## src/rtl/miriscv_imm_enc.sv

```systemverilog
// miriscv_imm_enc: RV32I instruction encoder with LI (LUI/ADDI) expansion on a valid/ready stream.
// Define MIRISCV_IMM_ENC_CHECK_EN to build the immediate range check that drives range_err_o.
module miriscv_imm_enc #(
   parameter int XLEN = 32
) (
   input  logic            clk_i,
   input  logic            rst_i,
   input  logic            req_valid_i,
   output logic            req_ready_o,
   input  logic [4:0]      req_opcode_i,
   input  logic [4:0]      req_rd_i,
   input  logic [4:0]      req_rs1_i,
   input  logic [4:0]      req_rs2_i,
   input  logic [2:0]      req_funct3_i,
   input  logic [6:0]      req_funct7_i,
   input  logic [XLEN-1:0] req_imm_i,
   input  logic            req_li_i,
   output logic            instr_valid_o,
   input  logic            instr_ready_i,
   output logic [XLEN-1:0] instr_o,
   output logic            instr_last_o,
   output logic            range_err_o
);
   localparam logic [4:0] OP_LOAD   = 5'b00000;
   localparam logic [4:0] OP_OPIMM  = 5'b00100;
   localparam logic [4:0] OP_AUIPC  = 5'b00101;
   localparam logic [4:0] OP_STORE  = 5'b01000;
   localparam logic [4:0] OP_LUI    = 5'b01101;
   localparam logic [4:0] OP_BRANCH = 5'b11000;
   localparam logic [4:0] OP_JALR   = 5'b11001;
   localparam logic [4:0] OP_JAL    = 5'b11011;
   typedef enum logic {IDLE, LI_LO} state_t;
   state_t state;
   logic [4:0]  li_rd_q;
   logic [11:0] li_lo_q;
   logic [31:0] imm, enc, li_word, addi_word;
   logic [19:0] li_hi;
   logic        is_i, is_s, is_b, is_u, is_j, li_two, enc_err;
   assign imm  = req_imm_i;
   assign is_i = req_opcode_i == OP_OPIMM || req_opcode_i == OP_LOAD || req_opcode_i == OP_JALR;
   assign is_s = req_opcode_i == OP_STORE;
   assign is_b = req_opcode_i == OP_BRANCH;
   assign is_u = req_opcode_i == OP_LUI || req_opcode_i == OP_AUIPC;
   assign is_j = req_opcode_i == OP_JAL;
   always_comb begin
      enc = is_i ? {imm[11:0], req_rs1_i, req_funct3_i, req_rd_i, req_opcode_i, 2'b11}
          : is_s ? {imm[11:5], req_rs2_i, req_rs1_i, req_funct3_i, imm[4:0], req_opcode_i, 2'b11}
          : is_b ? {imm[12], imm[10:5], req_rs2_i, req_rs1_i, req_funct3_i, imm[4:1], imm[11], req_opcode_i, 2'b11}
          : is_u ? {imm[31:12], req_rd_i, req_opcode_i, 2'b11}
          : is_j ? {imm[20], imm[10:1], imm[11], imm[19:12], req_rd_i, req_opcode_i, 2'b11}
          : {req_funct7_i, req_rs2_i, req_rs1_i, req_funct3_i, req_rd_i, req_opcode_i, 2'b11};
   end
   // (imm + 0x800) >> 12 rounds hi so that the sign-extended ADDI lo lands exactly on imm
   assign li_hi     = imm[31:12] + {19'd0, imm[11]};
   assign li_two    = req_rd_i != 5'd0 && li_hi != 20'd0 && imm[11:0] != 12'd0;
   assign li_word   = req_rd_i == 5'd0 ? 32'h0000_0013
                    : li_hi == 20'd0 ? {imm[11:0], 5'd0, 3'd0, req_rd_i, OP_OPIMM, 2'b11}
                    : {li_hi, req_rd_i, OP_LUI, 2'b11};
   assign addi_word = {li_lo_q, li_rd_q, 3'd0, li_rd_q, OP_OPIMM, 2'b11};
`ifdef MIRISCV_IMM_ENC_CHECK_EN
   assign enc_err = (is_i || is_s) ? imm != {{20{imm[11]}}, imm[11:0]}
                  : is_b ? imm[0] || imm != {{19{imm[12]}}, imm[12:0]}
                  : is_j ? imm[0] || imm != {{11{imm[20]}}, imm[20:0]}
                  : is_u ? imm[11:0] != 12'd0
                  : 1'b0;
`else
   assign enc_err = 1'b0;
`endif
   assign req_ready_o = state == IDLE && (!instr_valid_o || instr_ready_i);
   always_ff @(posedge clk_i or posedge rst_i) begin
      if (rst_i) begin
         state         <= IDLE;
         instr_valid_o <= 1'b0;
         instr_o       <= '0;
         instr_last_o  <= 1'b0;
         range_err_o   <= 1'b0;
         li_rd_q       <= '0;
         li_lo_q       <= '0;
      end else if (state == LI_LO) begin
         if (instr_ready_i) begin
            instr_o      <= addi_word;
            instr_last_o <= 1'b1;
            range_err_o  <= 1'b0;
            state        <= IDLE;
         end
      end else if (req_valid_i && req_ready_o) begin
         instr_valid_o <= 1'b1;
         instr_o       <= req_li_i ? li_word : enc;
         instr_last_o  <= !(req_li_i && li_two);
         range_err_o   <= !req_li_i && enc_err;
         li_rd_q       <= req_rd_i;
         li_lo_q       <= imm[11:0];
         state         <= (req_li_i && li_two) ? LI_LO : IDLE;
      end else if (instr_ready_i) begin
         instr_valid_o <= 1'b0;
      end
   end
endmodule

```

## config.mk

```make
export PLATFORM = sky130hd
export DESIGN_NAME = miriscv_imm_enc
export DESIGN_NICKNAME = d
export VERILOG_FILES = /design/src/rtl/miriscv_imm_enc.sv
export SDC_FILE = /design/constraint.sdc
export NUM_CORES = 1
export LEC_CHECK = 0
export BUFFER_PORTS_ARGS = -buffer_cell sky130_fd_sc_hd__buf_2
export CAP_MARGIN = 5
export CORE_MARGIN = 2
export CORE_UTILIZATION = 53
export CTS_CLUSTER_DIAMETER = 150
export DETAILED_ROUTE_END_ITERATION = 10
export GPL_TIMING_DRIVEN = 0
export PLACE_DENSITY_LB_ADDON = 0.08
export SETUP_SLACK_MARGIN = 0.4
export SLEW_MARGIN = 20
export SYNTH_ARGS = -nofsm -noshare
export SYNTH_HDL_FRONTEND = slang
export SYNTH_SLANG_ARGS = --single-unit
```

## constraint.sdc

```tcl
create_clock -name clk_i -period 2.45 [get_ports clk_i]
set_input_delay 0.3675 -clock clk_i [delete_from_list [all_inputs] [get_ports clk_i]]
set_output_delay 0.3675 -clock clk_i [all_outputs]
set_load 0.02 [all_outputs]
```

==> results.txt <==
Setup repair after global routing could not meet its margin everywhere. The count of nets left with antenna violations after detail routing is 0. The worst endpoint required time is 2.70 ns. The data arrival time at the worst-slack endpoint came out at 2.69 ns. The flow ran to the end, and the final reports show no timing, DRC or antenna violations.

For this run, the leading register cell type out of synthesis is dfrtp_1. The measured slew at the worst slew-check pin is 0.8013 ns. The proportion of layout cells with a drive suffix above 1 is 32.72%.

Of all cell types, the one taking the most synthesized area is dfrtp_1. The netlist area before placement is approximately 3700 um2. Setup violations remaining at the end of the flow were counted as 0. The path class of the tightest hold or removal check is input port to async pin. The final hold slack came out at 0.07811 ns.

The most common cell in the synthesized netlist is dfrtp_1. The area after detailed placement is 4369 um2. In the routed design, unresolved DRC markers number 0. STA classifies the critical path startpoint as an input port. The H-tree was split into 2 levels.

The floorplan die width came out at between 80 and 90 um. The net count after synthesis came out at between 500 and 600. Averaged over all synthesized cells, the footprint is 8.472 um2. The die height is 87.58 um.

For the worst-skew pair, the clock arrives at the later sink with an insertion delay of 0.31 ns. The async set-reset flop share out of synthesis came out at 100.0%. The number of CTS-inserted buffers came out at 5. The fmax came out at 0.4101 GHz. The area fraction of the dominant cell type after synthesis is between 30% and 40%. The placeable core region is 6794 um2. The largest driver fanout on the critical path came out at 8.

The count of inserted antenna diode cells is 0. For this configuration, the core starts out at a cell density of approximately 54%. The flop and latch count out of synthesis came out at ~50.

The post-detailed-placement half-perimeter wirelength came out at approximately 9600 um. The kind of capture point of the worst setup path is a register. The first-pass GRT wire length came out at 20020 um. The area enclosed by the die boundary is about 7700 um2. The netlist uses 63 different library cells. Sorting the synthesized cells by area gives the leading types as dfrtp_1 (34%), nand2_1 (5.1%), mux2_2 (4.9%). The count of max-cap constraint violations is 0. The worst path uses 99.53% of the clock period.

The sum of overflow across all layers after global routing is 0. The number of hold violations in the final report came out at 0. The number of clock sinks is 51. The maximum buffer depth of the clock tree is 2. The root buffer selected by CTS is clkbuf_8. During synthesis, Yosys emitted a total of 0 warnings. The count of final max-slew check failures came out at 0. In the global route stage, overall resource usage came out at 33.76%. In the routed layout, each cell is associated on average with a via count of 6.391.

The routed length per placed instance is 20.22 um. TritonCTS built the clock tree. The commonest cells after synthesis are dfrtp_1 (51), nand2_1 (50), o21ai_0 (35). The number of iterations in the first detailed-routing pass came out at 7. The number of violations reported at the end of detailed-routing iteration 0 came out at 384.

The pin count of the biggest net entering global routing came out at 30. Synthesis produced a netlist whose cell count is 437. The count of flip-flops with a built-in enable after synthesis is 0. The share of synthesized area occupied by flip-flops and latches came out at about a third. The via count of the first global-routing pass came out at slightly below 4000.

The number of cell rows came out at 30. The cell area power density came out at between 600 and 700 nW/um2. The post-CTS clock slew at the launch and capture registers of the worst setup and hold paths came out at 0.10 ns.

The peak supply drop came out at 372.5 uV. The final RePlAce weighted congestion came out at 0.9431. The finished cells cover 4684 um2. The number of antenna violations at the first check in global routing came out at 0. The clock skew is 0.01120 ns. The via count came out at between 4000 and 5000. After layout, the minimum clock period comes to 2.438 ns.

The number of inserted filler cells in the final layout came out at 577. The final net count is 613. The final layout contains routed wiring with a total length of 12940 um. The count of input and output buffers is 91. The area growth from synthesis to final layout is 26.53%. The setup path with the least slack is of type input port to register.

The relative slew slack is between 40 and 50%. The boundary pin count is 103. In this run the static leakage power is roughly 2 nW.
==> layer usage <==
layer  vias to the layer above  track usage [%]  wire (um)
li1                       1858                -          -
met1                      1930            48.34       5424
met2                       273            53.99       6069
met3                        29            4.713       1146
met4                         0            8.671        301
met5                         -                0          0
==> power breakdown <==
part	total, mW	internal [mW]	switching (mW)
clock	0.487	0.196	0.291
sequential	1.18	1.05	0.129
combinational	1.15	0.454	0.700
total	2.82	1.70	1.12
==> state kept, by name (all words and copies together) (netlist names) <==
name	count
li_rd_q	5
instr_o	31
instr_last_o	1
li_lo_q	12
instr_valid_o	1
state	1
==> cells by family (layout without fill, tap and decap cells) <==
logic type      Yosys count  in the layout  share of synthesized area [%]
compound gates          147            147                          26.46
fa+ha+maj                 2              2                         0.6758
flops                    51             51                          34.47
xor+xnor                 16             16                          3.785
buf+inv                  46            153                          5.238
mux                      29             29                          8.381
other cells               1              1                         0.1013
simple gates            145            145                          20.89
==> final timing paths <==
kind                                    startpoint                       to  slack, ns  cells past startpoint
min                                          rst_i   li_lo_q[8]$_DFFE_PP0P_       0.08                      2
min in group clk_i                     req_rd_i[0]   li_rd_q[0]$_DFFE_PP0P_       0.32                      2
max reg2reg                        state$_DFF_PP0_  instr_o[31]$_DFFE_PP0P_       0.10                      6
max                                  req_imm_i[11]  instr_o[21]$_DFFE_PP0P_       0.01                     11
min reg2reg                instr_o[16]$_DFFE_PP0P_  instr_o[16]$_DFFE_PP0P_       0.49                      2
max in group asynchronous                    rst_i   instr_o[2]$_DFFE_PP0P_       1.83                      3
==> layout by cell type (no fill, tap or decap), types with 3 or more instances in the layout <==
| cell type | netlist | final |
|---|---|---|
| nand4_1 | 7 | 7 |
| buf_4 | 3 | 10 |
| o221ai_1 | 4 | 4 |
| nand3_1 | 10 | 8 |
| mux2_2 | 16 | 16 |
| o22a_1 | 5 | 5 |
| clkbuf_4 | 0 | 4 |
| mux2i_1 | 13 | 13 |
| a21oi_1 | 28 | 27 |
| inv_1 | 12 | 11 |
| dfrtp_1 | 51 | 51 |
| o21a_1 | 3 | 3 |
| o21ai_0 | 35 | 29 |
| o21ai_2 | 0 | 5 |
| o211ai_1 | 4 | 4 |
| o22ai_1 | 12 | 10 |
| a22oi_1 | 10 | 10 |
| nor3_1 | 6 | 6 |
| o31ai_1 | 4 | 4 |
| buf_6 | 0 | 7 |
| and3_1 | 3 | 3 |
| clkbuf_1 | 20 | 10 |
| or3_1 | 4 | 3 |
| buf_2 | 7 | 90 |
| or2_2 | 3 | 3 |
| xor2_1 | 7 | 7 |
| clkbuf_8 | 0 | 5 |
| a211oi_1 | 5 | 5 |
| a2111oi_0 | 5 | 3 |
| nor2_1 | 27 | 26 |
| nor4_1 | 6 | 6 |
| nand3b_1 | 7 | 7 |
| xnor2_1 | 9 | 9 |
| a221oi_1 | 10 | 9 |
| clkbuf_2 | 1 | 8 |
| nand2_1 | 50 | 49 |
| a31o_1 | 4 | 4 |
==> layout make-up <==
| cell class | instances | area (um2) | area share (%) |
|---|---|---|---|
| buffer | 34 | 214.0 | 4.567 |
| clock buffer | 5 | 68.82 | 1.469 |
| clock inverter | 2 | 13.76 | 0.2938 |
| inverter | 12 | 45.04 | 0.9615 |
| multi-input combinational | 340 | 2375 | 50.69 |
| sequential | 51 | 1276 | 27.24 |
| tap | 96 | 120.1 | 2.564 |
| timing repair buffer | 100 | 571.8 | 12.21 |
==> through the flow <==
| stage | setup slack [ns] | cells | TNS, ns | power (mW) | utilization, % |
|---|---|---|---|---|---|
| final | 0.01161 | 640 | 0 | 2.821 | 68.95 |
| after detailed placement | -0.4657 | 625 | -7.710 | 2.266 | 64.31 |
| after global routing | -0.07896 | 640 | -0.5282 | 2.964 | 68.95 |
| after CTS | 0.04639 | 637 | 0 | 2.764 | 67.16 |
| after floorplan | 0.1115 | 437 | 0 | 1.862 | - |
| after global placement | -0.4795 | 624 | -7.703 | 2.235 | 64.00 |
==> critical path, cell delays in order <==
cell and delay, ns:
buf_12 0.11, ha_4 0.16, ha_4 0.16, buf_6 0.12, or4_4 0.41, a221oi_2 0.30, nand4_1 0.18, nor4_4 0.39
and2_4 0.21, buf_8 0.13, a31o_1 0.15
==> repair_timing <==
action | in CTS | in global routing
pin swaps | 12 | 12
setup endpoints to repair | 42 | 36
hold buffers | 0 | 0
resized for setup | 26 | 38
buffers inserted | 5 | 3
Power figures use the tool's default switching activity.
